$ cat src/rtl/rf_nr_1w_clr.sv
// rtl/rf_nr_1w_clr.sv - parametrised multi-read, single-write register file with clear sweep
module rf_nr_1w_clr #(
    parameter int WIDTH      = 32,
    parameter int ADDR_BITS  = 4,
    parameter int READ_PORTS = 2,
    parameter int REG_READ   = 1,
    parameter int BYPASS     = 1
) (
    input  logic                             rf_clock,
    input  logic                             rf_reset,
    input  logic [READ_PORTS*ADDR_BITS-1:0]  rf_rd_addr,
    output logic [READ_PORTS*WIDTH-1:0]      rf_rd_data,
    input  logic                             rf_wr_enable,
    input  logic [ADDR_BITS-1:0]             rf_wr_addr,
    input  logic [WIDTH-1:0]                 rf_wr_data,
    input  logic                             rf_clear,
    output logic                             rf_busy
);

    localparam int DEPTH = 2 ** ADDR_BITS;
    localparam logic [ADDR_BITS-1:0] LAST_ADDR = ADDR_BITS'(DEPTH - 1);

    typedef enum logic {
        ST_CLEAR = 1'b0,
        ST_IDLE  = 1'b1
    } state_t;

    state_t                 r_state;
    state_t                 w_state_nxt;
    logic [ADDR_BITS-1:0]   r_clr_addr;
    logic [ADDR_BITS-1:0]   w_clr_addr_nxt;
    logic                   w_wr_accept;
    logic [WIDTH-1:0]       r_mem [DEPTH];

    // Sequencer state and sweep pointer; reset lands in a fresh sweep
    always_ff @(posedge rf_clock or negedge rf_reset) begin
        if (!rf_reset) begin
            r_state    <= ST_CLEAR;
            r_clr_addr <= '0;
        end else begin
            r_state    <= w_state_nxt;
            r_clr_addr <= w_clr_addr_nxt;
        end
    end

    // Next-state logic: the sweep runs to the last entry; clear beats a same-cycle write
    always_comb begin
        w_state_nxt    = r_state;
        w_clr_addr_nxt = r_clr_addr;
        rf_busy        = 1'b0;
        w_wr_accept    = 1'b0;
        case (r_state)
            ST_CLEAR: begin
                rf_busy        = 1'b1;
                w_clr_addr_nxt = r_clr_addr + 1'b1;
                if (r_clr_addr == LAST_ADDR) begin
                    w_state_nxt = ST_IDLE;
                end
            end
            ST_IDLE: begin
                if (rf_clear) begin
                    w_state_nxt    = ST_CLEAR;
                    w_clr_addr_nxt = '0;
                end else begin
                    w_wr_accept = rf_wr_enable;
                end
            end
            default: begin
                w_state_nxt    = ST_CLEAR;
                w_clr_addr_nxt = '0;
            end
        endcase
    end

    // Storage array: the sweep owns the write port while busy
    always_ff @(posedge rf_clock) begin
        if (rf_busy) begin
            r_mem[r_clr_addr] <= '0;
        end else if (w_wr_accept) begin
            r_mem[rf_wr_addr] <= rf_wr_data;
        end
    end

    for (genvar p = 0; p < READ_PORTS; p++) begin : g_rd
        logic [ADDR_BITS-1:0] w_addr;
        logic [WIDTH-1:0]     w_src;

        assign w_addr = rf_rd_addr[p*ADDR_BITS +: ADDR_BITS];

        // Source value: array, optionally overridden by a matching write, zero while sweeping
        always_comb begin
            w_src = r_mem[w_addr];
            if ((BYPASS != 0) && !rf_busy && rf_wr_enable && (rf_wr_addr == w_addr)) begin
                w_src = rf_wr_data;
            end
            if (rf_busy) begin
                w_src = '0;
            end
        end

        if (REG_READ != 0) begin : g_reg
            logic [WIDTH-1:0] r_rd;

            // Registered read output, cleared asynchronously with the sequencer
            always_ff @(posedge rf_clock or negedge rf_reset) begin
                if (!rf_reset) begin
                    r_rd <= '0;
                end else begin
                    r_rd <= w_src;
                end
            end

            assign rf_rd_data[p*WIDTH +: WIDTH] = r_rd;
        end else begin : g_comb
            assign rf_rd_data[p*WIDTH +: WIDTH] = w_src;
        end
    end

endmodule
$ cat config.mk
export PLATFORM = sky130hd
export DESIGN_NAME = rf_nr_1w_clr
export DESIGN_NICKNAME = d
export VERILOG_FILES = /design/src/rtl/rf_nr_1w_clr.sv
export SDC_FILE = /design/constraint.sdc
export NUM_CORES = 1
export LEC_CHECK = 0
export BUFFER_PORTS_ARGS = -buffer_cell sky130_fd_sc_hd__buf_2
export CORE_ASPECT_RATIO = 1.1
export CORE_MARGIN = 3
export CORE_UTILIZATION = 58
export CTS_BUF_LIST = sky130_fd_sc_hd__clkbuf_2 sky130_fd_sc_hd__clkbuf_4 sky130_fd_sc_hd__clkbuf_8
export DETAILED_ROUTE_END_ITERATION = 8
export PLACE_DENSITY = 0.89
export RECOVER_POWER = 100
export SLEW_MARGIN = 10
export SYNTH_ARGS = -nofsm -noshare
export SYNTH_HDL_FRONTEND = slang
export SYNTH_SLANG_ARGS = --single-unit
export TNS_END_PERCENT = 50
$ cat constraint.sdc
create_clock -name rf_clock -period 2.77 [get_ports rf_clock]
set_input_delay 0.277 -clock rf_clock [delete_from_list [all_inputs] [get_ports rf_clock]]
set_output_delay 0.277 -clock rf_clock [all_outputs]
set_load 0.005 [all_outputs]
Word level (Yosys, flattened, before mapping)
Memories as Yosys holds them, arrays and structs flattened.
Cells that the tools add are included.
Widths: inputs -> output; s select.
{"block": "totals", "regBits": 69, "latch_bits": 0, "mem_bits_rw": 512, "romBits": 0, "in_bits": 48, "output_inout_bits": 65, "elab_cells": 33, "mem_count": 1}
{"block": "classes", "n_addsub": 1, "mul": 0, "div": 0, "magnitude_cmp": 0, "n_eq_ne": 4, "shift": 0, "n_mux": 18, "bitwise_logic": 1, "n_reduce_logical": 4}
{"memory": "r_mem", "words": 16, "word_bits": 32, "rd": 2, "rd_clocked_by_memory_dff": 0, "wr": 1, "line": "33", "text": "logic [WIDTH-1:0] r_mem [DEPTH];"}
{"op": "$mux 32", "n": 5}
{"op": "$reduce_or 32->1", "n": 1}
{"op": "$mux 1", "n": 9}
{"op": "$eq 4x4->1", "n": 2}
{"op": "$mux 4", "n": 2}
{"op": "$pmux 4 s2", "n": 1}
{"op": "$add 4x1->4 const B", "n": 1}
{"op": "$eq 4x4->1 const B", "n": 1}
{"op": "$logic_and 1x1->1", "n": 3}
{"op": "$ne 2x2->1 const B", "n": 1}
{"op": "$pmux 1 s2", "n": 1}
{"op": "$not 1->1", "n": 1}

Depth between registers and ports, before layout
{"block": "logic_depth", "word_depth": 7, "depth_mapped": 7, "depth_no_buf": 4}

Worst setup path after synthesis
Ideal clock, no wire load.
{"block": "synth_path", "path_type": "input -> register", "from": "input rf_clear", "to": "memory r_mem[4][0], enable pin", "setup_ps": 421, "t_arrival_ps": 2518, "required_ps": 2349, "path_slack_ps": -169, "path_stages": 5, "n_path_buf": 2, "cell_sequence": "and3b_1 > clkbuf_1 > clkbuf_1 > a31oi_1 > nor2_1"}
{"block": "synth_between", "elab_chain_cells": 7, "elab_cells_between_ends": 8, "classes_between": "7 x mux; 1 x reduce/logical"}
{"item": "start: declaration", "line": "16", "text": "input logic rf_clear,"}
{"item": "$mux 1 *", "line": "61", "text": "if (rf_clear) begin"}
{"item": "$mux 1 *", "line": "52", "text": "case (r_state)"}
{"item": "$mux 1 *", "line": "79", "text": "end else if (w_wr_accept) begin"}
{"item": "$mux 1 *", "line": "77", "text": "if (rf_busy) begin"}
{"item": "$mux 1 (not written as such) *", "line": "80", "text": "r_mem[rf_wr_addr] <= rf_wr_data;"}
{"item": "$reduce_or 32->1 (no source line)"}
{"item": "$mux 4 (no source line) / $mux 1 (equally long branches)"}
{"item": "end: declaration", "line": "33"}
Every way passes the cells marked *; elsewhere a longest branch is shown, timed or not.

Worst setup path after layout
{"block": "layout_path", "from": "register r_state", "to": "memory r_mem[12][10], enable pin"}
{"block": "layout_between", "elab_chain_cells": 6, "elab_cells_between_ends": 8, "classes_between": "7 x mux; 1 x reduce/logical"}
{"item": "start: declaration", "line": "28", "text": "state_t r_state;"}
{"item": "start signal: assignment", "line": "41", "text": "r_state <= w_state_nxt;"}
{"item": "$mux 1", "line": "52"}
{"item": "$mux 1", "line": "79"}
{"item": "$mux 1", "line": "77"}
{"item": "$mux 1 (not written as such)", "line": "80"}
{"item": "$reduce_or 32->1 (no source line)"}
{"item": "$mux 4 (no source line) / $mux 1 (equally long branches)"}
Parallel ways exist; a longest one is shown, timed or not.

==> results.yml <==
status:
  outcome: "finished, violations left"
  violations: "max-capacitance violations, max-slew violations"
timing:
  setup_violations: 0
  layout_setup_ws_ns: 0.1063
  whs_ns: 0.2972
  fin_tns_setup_ns: 0
  finalCritPeriodShare_pct: 96.16
  slew_violations: 105
  hold_viol: 0
  tightestPinTransition_ns: 1.900
  finClkSkew_ns: 0.03014
  timing.final.crit_period_ns: 2.664
  max_freq_mhz: 375.4
  relSlewSlack_pct: -26.65
  rsz0062_at_grt: "no"
clock_tree:
  cts-root-buf: "clkbuf_8"
  cts_tree: "built"
  htreeDepth: 3
  clkTransAtPathRegs_ns: 0.07
  cts_made_buffers: 87
  cts.sinks: 581
  clk_path_buf_depth: 3
  insertion_delay_ns: 0.68
global_route:
  grt_max_degree: 89
  grt_pass1_wl_mm: 108.3
  grtUsageTotal_pct: 31.23
  grt_pass1_vias: 16990
  gr-total-overflow: 0
  antenna_found_initial: 0
placed_design:
  place_inst: 1962
  pre_cts_slack_ns: 0.1447
  hpwlAfterDp_mm: 42.87
  port_buffers: 112
  place.gp.congestion: 0.8277
  place_area_sq_um: 27590
die:
  row_count: 80
  die_w_um: 207.4
  die_h_um: 227.5
  start_util_pct: 59.15
  core_area_sq_um: 43740
  io_pins: 113
  die_area_sq_um: 47180
cells_and_area:
  final_cells: 2160
  utilization_pct: 67.49
  nets: 1560
  design_area_sq_um: 29520
  drive_above_1_share_pct: 35.46
  area_delta_synth_final_pct: 14.11
route:
  vias_per_cell: 7.510
  routed-via-count: 16220
  routed_wl_mm: 73.09
  ant_nets: 0
  drc_errors: 0
  wire_per_inst_um: 33.84
  drt-pass1-iter-count: 6
  drt_iter0_markers: 2514
power:
  power_density_nw_per_um2: 828.8
  finalPower_mw: 24.47
  power.leakage_nw: 10.19
  max-vdd-ir-drop_v: 0.0004865
setup_path:
  critPathBufInv: 3
  crit_required_ns: 3.12
  critPathMaxStageDelay_ns: 0.52
  crit_fanout: 26
  critPathArrivalTime_ns: 3.01
  crit_path_end_kind: "flop"
  startpoint_type: "flop"
  crit_type: "flop to flop"
  path_common_cell: "buf_4"
  cp_cell_sequence: "and3b_4, buf_4, nor3_1, a31oi_1, buf_4, nor2_2, buf_4"
  critPathTopFamily: "buffers and inverters"
  crit_slowest_cell: "dfrtp_1"
hold_path:
  hp-class: "primary input to flop"
flow_run:
  cap_violations: 2
logic_synthesis:
  async_flop_share_pct: 11.88
  synthFlopType: "edfxtp_1"
  synth_top_area_share_pct: 59.42
  synth_top_area_cell: "edfxtp_1"
  synth.area.top_cells: "edfxtp_1, mux4_2, dfrtp_1"
  synthCells: 1311
  synth_edf_count: 512
  ys_warn_count: 0
  yosysSeqAreaShare_pct: 66.10
  synth.distinct_cells: 32
  synth_nets: 1360
  postSynthAreaPerCell_sq_um: 19.74
  synth_area_sq_um: 25870
  ys_ff_latch: 581
layer usage:
layer  vias to the layer above  routed length (um)  GRT usage [%]
met3                       389               10210          8.393
met1                      8054               22520          39.04
met2                      1744               35610          50.26
met4                         0                4745          18.31
li1                       6035                   -              -
met5                         -                   0              0
sequential cells by signal (all words and copies together) (netlist names):
| signal | count |
|---|---|
| r_state | 1 |
| g_rd.g_reg.r_rd | 64 |
| r_mem | 512 |
| r_clr_addr | 4 |
logic make-up (layout without fill, tap and decap cells):
family | Yosys count | count (layout) | share of synthesized area, %
AOI/OAI and AO/OA | 208 | 208 | 6.272
muxes | 256 | 256 | 22.28
xor gates and xnor gates | 10 | 10 | 0.3385
other | 0 | 1 | 0
and+or+nand+nor | 142 | 142 | 2.611
DFF | 581 | 581 | 66.10
buffers and inverters | 113 | 387 | 2.350
adders and majority gates | 1 | 1 | 0.04835
final cells by class:
class / count / area, sq um
clock inverters: 44 / 374.1
flip-flops and latches: 581 / 17100
fillers: 2497 / 14220
multi-input cells: 617 / 8327
inverters: 5 / 18.77
repair buffers: 219 / 1525
clock buffers: 119 / 1456
well taps: 574 / 718.2
diodes: 1 / 2.502
repair_timing:
action | in CTS | in global routing
setup buffers | 0 | 0
hold buffers | 34 | 0
gates resized for setup | 0 | 3
hold endpoints to repair | 136 | 0
setup endpoints to repair | 0 | 89
report_power, final:
part,internal (mW),switching (mW)
sequential,11.4,0.865
combinational,1.88,2.88
clock,4.01,3.44
total,17.3,7.19
worst register-to-register path, delay by kind of cell (launching register included):
| family | cells | cell delay, ns |
|---|---|---|
| buffers and inverters | 3 | 0.86 |
| and+or+nand+nor | 3 | 0.62 |
| DFF | 1 | 0.52 |
| AOI/OAI and AO/OA | 1 | 0.34 |
worst paths after layout:
kind,start,endpoint,slack [ns],cells past startpoint
max,r_state,r_mem[12][10],0.11,7
min,rf_wr_enable,g_rd[1].g_reg.r_rd[0],0.30,4
max reg2reg,r_state,r_mem[12][10],0.11,7
min reg2reg,r_state,r_clr_addr[2],0.68,1
max in group asynchronous,rf_reset,g_rd[0].g_reg.r_rd[12],0.96,2
min in group asynchronous,rf_reset,r_clr_addr[1],0.67,2
cells in the mapped netlist (4+ instances only):
cell type	count
buf_4	9
nor2_1	20
nand2_1	68
xor2_1	6
buf_2	12
inv_1	5
edfxtp_1	512
mux4_2	256
a31oi_1	6
xnor2_1	4
buf_6	18
buf_1	21
nor3b_1	4
o21ai_0	5
a22oi_1	128
and2_1	34
dfrtp_1	69
a22o_1	65
nor2b_1	5
clkbuf_1	48
cell usage in the layout, fill, tap and decap left out, types with 3 or more instances in the layout:
cell / netlist / routed
clkbuf_1: 48 / 48
clkbuf_8: 0 / 91
nor2_1: 20 / 5
nor3b_1: 4 / 4
nor2_4: 0 / 14
buf_12: 0 / 11
and2_0: 0 / 32
clkbuf_4: 0 / 33
clkinv_2: 0 / 15
nand2_1: 68 / 68
clkinv_1: 0 / 17
clkbuf_2: 0 / 10
nor2b_4: 0 / 4
nor4_1: 3 / 3
edfxtp_1: 512 / 512
inv_1: 5 / 5
dfrtp_1: 69 / 69
a22oi_1: 128 / 128
mux4_2: 256 / 256
bufinv_16: 0 / 6
buf_6: 18 / 6
a22o_1: 65 / 65
buf_4: 9 / 40
xnor2_1: 4 / 4
buf_2: 12 / 63
a31oi_1: 6 / 6
dlygate4sd3_1: 0 / 34
o21ai_0: 5 / 5
xor2_1: 6 / 6
Note: power is estimated with default switching activity, not from simulation.
